$ cat config.mk
export PLATFORM = sky130hd
export DESIGN_NAME = preproc_sched
export DESIGN_NICKNAME = d
export VERILOG_FILES = /design/src/rtl/preproc_sched_pkg.sv /design/src/rtl/preproc_sched_rr_arb2.sv /design/src/rtl/preproc_sched.sv
export SDC_FILE = /design/constraint.sdc
export NUM_CORES = 1
export LEC_CHECK = 0
export BUFFER_PORTS_ARGS = -buffer_cell sky130_fd_sc_hd__buf_2
export CORE_MARGIN = 2
export CORE_UTILIZATION = 35
export DETAILED_ROUTE_END_ITERATION = 7
export SYNTH_ARGS = -nofsm -noshare
export SYNTH_HDL_FRONTEND = slang
export SYNTH_SLANG_ARGS = --single-unit
$ cat constraint.sdc
create_clock -name clk_sys -period 5.55 [get_ports clk_sys]
set_input_delay 0.2775 -clock clk_sys [delete_from_list [all_inputs] [get_ports clk_sys]]
set_output_delay 0.2775 -clock clk_sys [all_outputs]
set_load 0.05 [all_outputs]
$ cat src/rtl/preproc_sched_pkg.sv
// Shared definitions for the preprocessing scheduler: FSM encoding,
// default cyclic-extension / length limits and the length legality check.
package preproc_sched_pkg;

    localparam int unsigned P_LEN_DEF   = 8;
    localparam int unsigned MAX_LEN_DEF = 1536;
    localparam int unsigned LEN_W       = 11;
    localparam int unsigned CNT_W       = 12;

    typedef enum logic [1:0] {
        ST_IDLE  = 2'd0,
        ST_GRANT = 2'd1,
        ST_FILL  = 2'd2,
        ST_DRAIN = 2'd3
    } state_t;

    // A block must at least cover its own cyclic extension and fit the transform.
    function automatic logic len_legal(input logic [LEN_W-1:0] len,
                                       input int unsigned      p_len,
                                       input int unsigned      max_len);
        logic [31:0] l;
        l = 32'(len);
        return (l > p_len) && (l <= max_len);
    endfunction

endpackage

$ cat src/rtl/preproc_sched_rr_arb2.sv
// Two-way round-robin arbiter. On a tie the requester that was not granted
// last wins; the history bit moves on every accepted grant.
module rr_arb2 (
    input  logic       clk,
    input  logic       rst,
    input  logic [1:0] req,
    input  logic       take,
    output logic       gnt_idx,
    output logic       gnt_any
);

    logic last_gnt;

    // Pick the winner from the current requests and the grant history.
    always_comb begin
        gnt_any = |req;
        if (&req) begin
            gnt_idx = ~last_gnt;
        end else begin
            gnt_idx = req[1];
        end
    end

    // Remember who was granted last; requester 0 wins the first tie after reset.
    always_ff @(posedge clk or posedge rst) begin
        if (rst) begin
            last_gnt <= 1'b1;
        end else if (take && gnt_any) begin
            last_gnt <= gnt_idx;
        end
    end

endmodule

$ cat src/rtl/preproc_sched.sv
// Block scheduler in front of the FFT preprocessing FIFO: arbitrates two
// sample sources, streams one block into the reconstruction datapath,
// accounts for the cyclic-extension run-out and drains the FIFO downstream.
module preproc_sched
    import preproc_sched_pkg::*;
#(
    parameter int unsigned FFT_IN_WIDTH = 16,
    parameter int unsigned P_LEN        = P_LEN_DEF,
    parameter int unsigned MAX_LEN      = MAX_LEN_DEF,
    parameter int unsigned FIFO_DEPTH   = 32
) (
    input  logic                      clk_sys,
    input  logic                      rst_sys,
    input  logic                      req0_i,
    input  logic                      req1_i,
    input  logic [LEN_W-1:0]          len0_i,
    input  logic [LEN_W-1:0]          len1_i,
    output logic                      ack0_o,
    output logic                      ack1_o,
    input  logic                      src0_val_i,
    input  logic [2*FFT_IN_WIDTH-1:0] src0_data_i,
    output logic                      src0_rdy_o,
    input  logic                      src1_val_i,
    input  logic [2*FFT_IN_WIDTH-1:0] src1_data_i,
    output logic                      src1_rdy_o,
    output logic                      block_sync_o,
    output logic                      data_val_o,
    output logic [2*FFT_IN_WIDTH-1:0] data_o,
    output logic [LEN_W-1:0]          trans_len_o,
    input  logic                      fifo_empty_i,
    output logic                      fifo_re_o,
    input  logic                      dft_rdy_i,
    output logic                      sop_o,
    output logic                      eop_o,
    output logic                      err_len_o,
    output logic                      busy_o
);

    localparam int unsigned RO_N  = P_LEN + 1;
    localparam int unsigned RO_W  = $clog2(RO_N + 1);
    localparam int unsigned OCC_W = $clog2(FIFO_DEPTH + 1);

    localparam logic [OCC_W-1:0] OCC_LIM = OCC_W'(FIFO_DEPTH - P_LEN - 2);
    localparam logic [OCC_W-1:0] OCC_MAX = OCC_W'(FIFO_DEPTH);
    localparam logic [RO_W-1:0]  RO_LAST = RO_W'(RO_N);
    localparam logic [CNT_W-1:0] EXT     = CNT_W'(P_LEN);

    state_t             state;
    state_t             state_nxt;
    logic               gnt_q;
    logic               arb_idx;
    logic               arb_any;
    logic               arb_take;
    logic [LEN_W-1:0]   len_sel;
    logic               len_bad;
    logic [CNT_W-1:0]   in_cnt;
    logic [CNT_W-1:0]   rd_cnt;
    logic [CNT_W-1:0]   len_ext;
    logic [CNT_W-1:0]   rd_total;
    logic [CNT_W-1:0]   rd_last;
    logic [RO_W-1:0]    ro_cnt;
    logic [OCC_W-1:0]   occ;
    logic               in_full;
    logic               src_open;
    logic               xfer;
    logic               runout;
    logic               occ_inc;

    rr_arb2 u_arb (
        .clk     (clk_sys),
        .rst     (rst_sys),
        .req     ({req1_i, req0_i}),
        .take    (arb_take),
        .gnt_idx (arb_idx),
        .gnt_any (arb_any)
    );

    assign len_sel  = gnt_q ? len1_i : len0_i;
    assign len_bad  = ~len_legal(len_sel, P_LEN, MAX_LEN);
    assign len_ext  = {1'b0, trans_len_o};
    assign rd_last  = len_ext + EXT;
    assign rd_total = len_ext + EXT + CNT_W'(1);
    assign in_full  = (in_cnt == len_ext);
    assign xfer     = (state == ST_FILL) || (state == ST_DRAIN);
    assign busy_o   = (state != ST_IDLE);

    // Source-side handshake and combinational pass-through into the datapath.
    always_comb begin
        src_open     = (state == ST_FILL) && (in_cnt < len_ext) && (occ < OCC_LIM);
        src0_rdy_o   = src_open && !gnt_q;
        src1_rdy_o   = src_open && gnt_q;
        data_val_o   = gnt_q ? (src1_val_i && src1_rdy_o) : (src0_val_i && src0_rdy_o);
        data_o       = '0;
        if (data_val_o) begin
            data_o = gnt_q ? src1_data_i : src0_data_i;
        end
        block_sync_o = data_val_o && (in_cnt == '0);
    end

    // FIFO read side and the extension run-out that follows the last sample.
    always_comb begin
        fifo_re_o = xfer && !fifo_empty_i && dft_rdy_i && (rd_cnt < rd_total);
        sop_o     = fifo_re_o && (rd_cnt == '0);
        eop_o     = fifo_re_o && (rd_cnt == rd_last);
        runout    = xfer && in_full && (ro_cnt < RO_LAST);
        occ_inc   = data_val_o || runout;
    end

    // State register.
    always_ff @(posedge clk_sys or posedge rst_sys) begin
        if (rst_sys) begin
            state <= ST_IDLE;
        end else begin
            state <= state_nxt;
        end
    end

    // Next-state decode with grant acknowledge and length error pulses.
    always_comb begin
        state_nxt = state;
        arb_take  = 1'b0;
        ack0_o    = 1'b0;
        ack1_o    = 1'b0;
        err_len_o = 1'b0;
        case (state)
            ST_IDLE: begin
                if (arb_any) begin
                    arb_take  = 1'b1;
                    state_nxt = ST_GRANT;
                end
            end
            ST_GRANT: begin
                ack0_o    = !gnt_q;
                ack1_o    = gnt_q;
                err_len_o = len_bad;
                state_nxt = len_bad ? ST_IDLE : ST_FILL;
            end
            ST_FILL: begin
                if (in_full) begin
                    state_nxt = ST_DRAIN;
                end
            end
            ST_DRAIN: begin
                if (eop_o) begin
                    state_nxt = ST_IDLE;
                end
            end
            default: state_nxt = ST_IDLE;
        endcase
    end

    // Capture the granted requester and its transform length.
    always_ff @(posedge clk_sys or posedge rst_sys) begin
        if (rst_sys) begin
            gnt_q       <= 1'b0;
            trans_len_o <= '0;
        end else begin
            if (arb_take) begin
                gnt_q <= arb_idx;
            end
            if (state == ST_GRANT) begin
                trans_len_o <= len_sel;
            end
        end
    end

    // Per-block input, run-out and read counters, cleared at each grant.
    always_ff @(posedge clk_sys or posedge rst_sys) begin
        if (rst_sys) begin
            in_cnt <= '0;
            rd_cnt <= '0;
            ro_cnt <= '0;
        end else if (state == ST_GRANT) begin
            in_cnt <= '0;
            rd_cnt <= '0;
            ro_cnt <= '0;
        end else begin
            if (data_val_o) begin
                in_cnt <= in_cnt + CNT_W'(1);
            end
            if (fifo_re_o) begin
                rd_cnt <= rd_cnt + CNT_W'(1);
            end
            if (runout) begin
                ro_cnt <= ro_cnt + RO_W'(1);
            end
        end
    end

    // FIFO occupancy: writes and reads in the same cycle cancel out.
    always_ff @(posedge clk_sys or posedge rst_sys) begin
        if (rst_sys) begin
            occ <= '0;
        end else if (occ_inc && !fifo_re_o && (occ != OCC_MAX)) begin
            occ <= occ + OCC_W'(1);
        end else if (!occ_inc && fifo_re_o && (occ != '0)) begin
            occ <= occ - OCC_W'(1);
        end
    end

endmodule

==> results of run 1 <==
==> cell type report <==
class / count / area share (%)
Clock inverter: 2 / 0.276
Sequential cell: 49 / 22.6
Inverter: 32 / 2.25
Timing Repair Buffer: 152 / 14.2
Clock buffer: 6 / 2.37
Multi-Input combinational cell: 415 / 54.4
Tap cell: 172 / 3.95
==> sequential cells by signal, summed over array words and instances (netlist names), named ones only <==
name,flops
gnt_q,1
in_cnt,12
occ,6
rd_cnt,12
ro_cnt,4
state,1
trans_len_o,11
u_arb.last_gnt,1
==> logic make-up (layout without fill, tap and decap cells) <==
family / Yosys count / after routing
fa+ha+maj: 37 / 37
mux: 48 / 48
xor+xnor: 49 / 49
compound gates: 77 / 77
simple gates: 204 / 204
flops: 49 / 49
buf+inv: 62 / 192
==> critical path, cell delays in order, from the launching register on <==
cell and delay, ns:
dfrtp_1 0.52, ha_1 0.37, nand2_1 0.12, o31ai_1 0.24, a32oi_1 0.10, nor3_1 0.38, o2bb2ai_1 0.17, nand2_1 0.08
ha_1 0.18, and4bb_2 0.34, o21ai_1 0.12, nor4_4 0.20, a22oi_4 0.12, nand3_1 0.22, ha_1 0.28, a21o_1 0.17
a21oi_1 0.22, o21bai_1 0.09, a21oi_1 0.26, nand2_1 0.08, mux4_2 0.46
==> worst paths after layout <==
check	slack, ns	startpoint	to
worst min register to register	0.49	u_arb.last_gnt	u_arb.last_gnt
worst max-delay path	0.70	trans_len_o[3]	occ[5]
worst min-delay path	0.23	req1_i	u_arb.last_gnt
worst max register to register	0.70	trans_len_o[3]	occ[5]
min in group asynchronous	0.25	rst_sys	ro_cnt[0]
max in group asynchronous	4.58	rst_sys	gnt_q
==> synthesized netlist by cell type, types with 3 or more instances <==
| cell type | number | area share [%] |
|---|---|---|
| mux2i_1 | 47 | 11 |
| a31oi_1 | 3 | 0.42 |
| ha_1 | 36 | 10 |
| inv_1 | 30 | 2.5 |
| o211ai_1 | 4 | 0.68 |
| nand3_1 | 22 | 2.5 |
| nand2_1 | 42 | 3.6 |
| a21o_1 | 5 | 0.85 |
| o31ai_1 | 3 | 0.51 |
| nor2b_1 | 5 | 0.71 |
| xor2_1 | 15 | 3.0 |
| o21ai_0 | 20 | 2.3 |
| nor3b_1 | 4 | 0.68 |
| clkbuf_1 | 17 | 1.4 |
| nor4b_1 | 3 | 0.59 |
| buf_2 | 7 | 0.79 |
| or3_1 | 5 | 0.71 |
| nor2_1 | 75 | 6.4 |
| a21oi_1 | 19 | 2.1 |
| xnor2_1 | 31 | 6.1 |
| buf_1 | 4 | 0.34 |
| nor4_1 | 10 | 1.4 |
| a211o_1 | 4 | 0.79 |
| dfrtp_1 | 48 | 27 |
| nand4_1 | 7 | 0.99 |
| nor3_1 | 15 | 1.7 |
==> stage by stage <==
step                      setup slack (ns)  instance area, µm²  util, %  std cells
after global placement               0.979                5300     42.5        820
after global routing                 0.282                5440     43.7        828
after detailed placement             0.691                5300     42.5        820
final                                0.701                5440     43.7        828
after floorplan                      0.467                4430        -        526
after CTS                            0.685                5440     43.7        828
==> report_power, final <==
group	internal (mW)	switching [mW]	leakage (nW)
logic	0.661	1.13	1.98
clock network	0.167	0.137	0.0631
registers	0.474	0.223	0.625
total	1.30	1.49	2.67
==> per-layer routing <==
metal  up-vias  wire length, µm  track usage (%)
met5         -                0                0
met2       107             5960             32.4
li1       2094                -                -
met1      1976             6110             26.6
met4         0              195             4.52
met3        21              533             2.91
==> flow_summary.json, run 1 <==
{
  "synth_edf_count": 0,
  "grt_pass1_wl_um": 20900,
  "start_util_pct": 35.6,
  "critPathKind": "flip-flop to flip-flop",
  "cts_buffers": 5,
  "outcome": "completed",
  "synth.avg_cell_area_um2": 8.43,
  "grt_overflow_total": 0,
  "setup_viol": 0,
  "period_needed_ns": 4.85,
  "num_antenna_cells": 0,
  "post_cts_buffers": 0,
  "areaGrowthSynthToFinish_pct": 22.8,
  "row_count": 41,
  "final_nets": 786,
  "remaining_drc_errors": 0,
  "synth-main-ff-cell": "dfrtp_1",
  "final_common_cell": "buf_2",
  "rr_worst_depth": 20,
  "worst-path-max-fanout": 9,
  "grt_pass1_vias": 4190,
  "syn_nets": 657,
  "totalWireLength_um": 12800,
  "critPathRequiredTime_ns": 5.71,
  "register_area_um2": 1230,
  "ant_nets": 0,
  "hpwl_um": 10100,
  "dieArea_um2": 13600,
  "netlist_area_um2": 4430,
  "cts.sinks": 49,
  "end_kind": "flip-flop",
  "synth_top_family_by_area": "simple AND/OR/NAND/NOR gates",
  "skew_ns": 0.00513,
  "avgRoutedWirePerCell_um": 15.5,
  "hold_buffers": 0,
  "hp-class": "input port to flip-flop",
  "synthAdderAreaFrac_pct": 10.6,
  "clk_path_buf_depth": 2,
  "worstPathArrival_ns": 5.01,
  "antenna_found_initial": 0,
  "die_y_um": 117,
  "cts_resized": 0,
  "fillers": 1270,
  "place.gp.congestion": 0.917,
  "viasPerCell": 5.07,
  "synth-xor-area-share_pct": 10.5,
  "hold_slack_ns": 0.234,
  "min_period_over_period_pct": 87.4,
  "worst_pin_slew_ns": 1.06,
  "coreArea_um2": 12500,
  "root_buffer": "clkbuf_16",
  "ios": 148,
  "async_flop_share_pct": 100,
  "p_total_mw": 2.79,
  "h-tree-depth": 2,
  "final_cell_mix": "147 x buf_2, 75 x nor2_1, 47 x mux2i_1, 47 x dfrtp_1, 42 x nand2_1",
  "port_buffers": 147,
  "grt_setup_unrepaired": "false",
  "synth_compound_area_share_pct": 12.1,
  "clock_latency_ns": 0.29,
  "syn-instance-count": 526,
  "relSlewSlack_pct": 29.1,
  "synth_seq_cells": 49,
  "synthMuxAreaShare_pct": 11.1,
  "cts_tree": "yes",
  "grt_use_total_pct": 19.4,
  "firstDrtPassIters": 4,
  "grt_max_degree": 50,
  "synth-simple-area-share_pct": 22.5,
  "power.leakage_nw": 2.67,
  "yosys_warnings": 0,
  "die_x_um": 117,
  "worstHoldPathCells": 3,
  "drt-initial-drc-count": 223,
  "vias": 4198,
  "multiInputGateArea_um2": 2960,
  "cap_violations": 0,
  "tns_ns": 0,
  "yosysSeqAreaShare_pct": 27.7,
  "drive_gt1_share_pct": 26.5,
  "start_kind": "flip-flop",
  "final-hold-violation-count": 0,
  "fmax_mhz": 206,
  "power_density_nw_per_um2": 513,
  "clk_pin_slew_ns": 0.07,
  "ir_drop_v": 0.000198,
  "synth_cell_types": 63,
  "timing.final.max_slew_violations": 0
}
Note: power is estimated with default switching activity, not from simulation.
==> run 2: changes to the inputs <==
- CORE_UTILIZATION: 35 -> 52
- GPL_ROUTABILITY_DRIVEN: not set -> 0
- PLACE_DENSITY: not set -> 0.82
==> run 2 against run 1 <==
  * Sequential share of layout area up 0.50 points
  * Via count up 4.6%
  * Total power down 0.19%
  * Critical path depth unchanged
  * Sequential cell count unchanged
  * Sequential power up 0.7%
  * Combinational power about the same
  * Core utilization up 21 points
  * Clock power down 11%
  * Largest cell class unchanged
  * Largest power group unchanged
==> flow_summary.json, run 2 (synthesis results as in run 1) <==
{
  "outcome": "completed",
  "totalWireLength_um": 12500,
  "r2r-start": "trans_len_o[3]",
  "die_y_um": 96.3,
  "postPlaceCellArea_um2": 5210,
  "post_cts_buffers": 0,
  "min_from": "req1_i",
  "final_cell_mix": "147 x buf_2, 75 x nor2_1, 47 x mux2i_1, 47 x dfrtp_1, 42 x nand2_1",
  "clock_latency_ns": 0.31,
  "grt_setup_unrepaired": "false",
  "viasPerCell": 5.78,
  "power.leakage_nw": 2.66,
  "worst_pin_slew_ns": 1.06,
  "grt_pass1_vias": 4338,
  "cts.sinks": 49,
  "ant_nets": 0,
  "skew_ns": 0.00757,
  "worstHoldPathCells": 3,
  "power_density_nw_per_um2": 524,
  "hold_buffers": 0,
  "drive_gt1_share_pct": 26.4,
  "cts_tree": "yes",
  "port_buffers": 147,
  "start_kind": "flip-flop",
  "drt-initial-drc-count": 262,
  "hold_slack_ns": 0.219,
  "vias": 4390,
  "cts_buffers": 5,
  "timing.final.max_slew_violations": 0,
  "worstPathArrival_ns": 5.00,
  "final_common_cell": "buf_2",
  "avgRoutedWirePerCell_um": 16.5,
  "grt_max_degree": 50,
  "fillers": 702,
  "num_antenna_cells": 0,
  "clk_path_buf_depth": 2,
  "final-hold-violation-count": 0,
  "rr_worst_depth": 20,
  "firstDrtPassIters": 5,
  "cap_violations": 0,
  "dp_cells": 752,
  "grt_use_total_pct": 28.2,
  "remaining_drc_errors": 0,
  "die_x_um": 96.3,
  "critPathKind": "flip-flop to flip-flop",
  "dieArea_um2": 9280,
  "hpwl_um": 9750,
  "h-tree-depth": 2,
  "p_total_mw": 2.79,
  "r2r-end": "occ[5]",
  "hp-class": "input port to flip-flop",
  "fin_area_um2": 5320,
  "period_needed_ns": 4.82,
  "areaGrowthSynthToFinish_pct": 20.1,
  "fmax_mhz": 207,
  "ios": 148,
  "antenna_found_initial": 0,
  "final_nets": 785,
  "cts_resized": 0,
  "root_buffer": "clkbuf_8",
  "grt_overflow_total": 0,
  "relSlewSlack_pct": 29.2,
  "ir_drop_v": 0.000345,
  "fin_cells": 760,
  "tns_ns": 0,
  "start_util_pct": 53.7,
  "grt_pass1_wl_um": 20600,
  "coreArea_um2": 8260,
  "end_kind": "flip-flop",
  "register_area_um2": 1230,
  "holdPathEnd": "u_arb.last_gnt",
  "clk_pin_slew_ns": 0.09,
  "multiInputGateArea_um2": 2960,
  "reg.largest.list": "in_cnt (12), rd_cnt (12), trans_len_o (11)",
  "setup_viol": 0,
  "row_count": 33,
  "worst-path-max-fanout": 9,
  "critPathRequiredTime_ns": 5.73,
  "min_period_over_period_pct": 86.9,
  "reg2reg_slack_ns": 0.73
}
-- run 2: cell types whose count changed in the layout (fill, tap and decap cells not counted) --
cell,delta
buf_4,-1
bufinv_16,+1
clkinvlp_4,-2
clkbuf_8,+6
clkbuf_16,-5
-- run 2: critical path, stage by stage (launching register included) --
cell and delay (ns):
dfrtp_1 0.52, ha_1 0.38, nand2_1 0.12, o31ai_1 0.25
a32oi_1 0.10, nor3_1 0.33, o2bb2ai_1 0.17, nand2_1 0.07
ha_1 0.18, and4bb_2 0.35, o21ai_1 0.13, nor4_4 0.20
a22oi_4 0.11, nand3_1 0.22, ha_1 0.28, a21o_1 0.18
a21oi_1 0.22, o21bai_1 0.09, a21oi_1 0.26, nand2_1 0.08
mux4_2 0.46
-- run 2: per-layer routing --
| metal | global-route usage (%) | share of wire [%] | vias to the layer above |
|---|---|---|---|
| met5 | 0 | 0 | - |
| met4 | 9.27 | 1.6 | 0 |
| met3 | 4.15 | 5.9 | 25 |
| met2 | 48.1 | 50 | 169 |
| met1 | 36.5 | 43 | 2092 |
| li1 | - | - | 2104 |
-- run 2: per-stage QoR --
| step | setup WS, ns | util, % |
|---|---|---|
| after floorplan | 0.467 | - |
| after global placement | 1.02 | 63.0 |
| after detailed placement | 0.792 | 63.0 |
| after CTS | 0.795 | 64.5 |
| after global routing | 0.386 | 64.5 |
| final | 0.726 | 64.5 |
-- run 2: area by class of cell --
type | instances | area share [%]
clock buffer | 7 | 1.62
clock inverter | 1 | 0.564
inverter | 32 | 2.30
multi-input combinational | 415 | 55.6
sequential | 49 | 23.1
tap | 105 | 2.47
timing repair buffer | 151 | 14.4
-- run 2: power breakdown --
group | internal, mW | leakage [nW] | switching (mW) | total, mW
clock | 0.147 | 0.0585 | 0.125 | 0.272
sequential | 0.473 | 0.625 | 0.228 | 0.701
combinational | 0.666 | 1.98 | 1.15 | 1.81
total | 1.29 | 2.66 | 1.50 | 2.79
-- run 2: worst max-delay path by stage --
stage	slack, ns	cells after the start	endpoint	startpoint
final	0.73	20	occ[5]	trans_len_o[3]
after CTS	0.80	20	occ[5]	trans_len_o[3]
after floorplan	0.47	21	occ[5]	trans_len_o[4]
after global routing	0.39	20	occ[5]	trans_len_o[3]
after global placement	1.02	20	occ[5]	trans_len_o[3]
after detailed placement	0.79	20	occ[5]	trans_len_o[3]
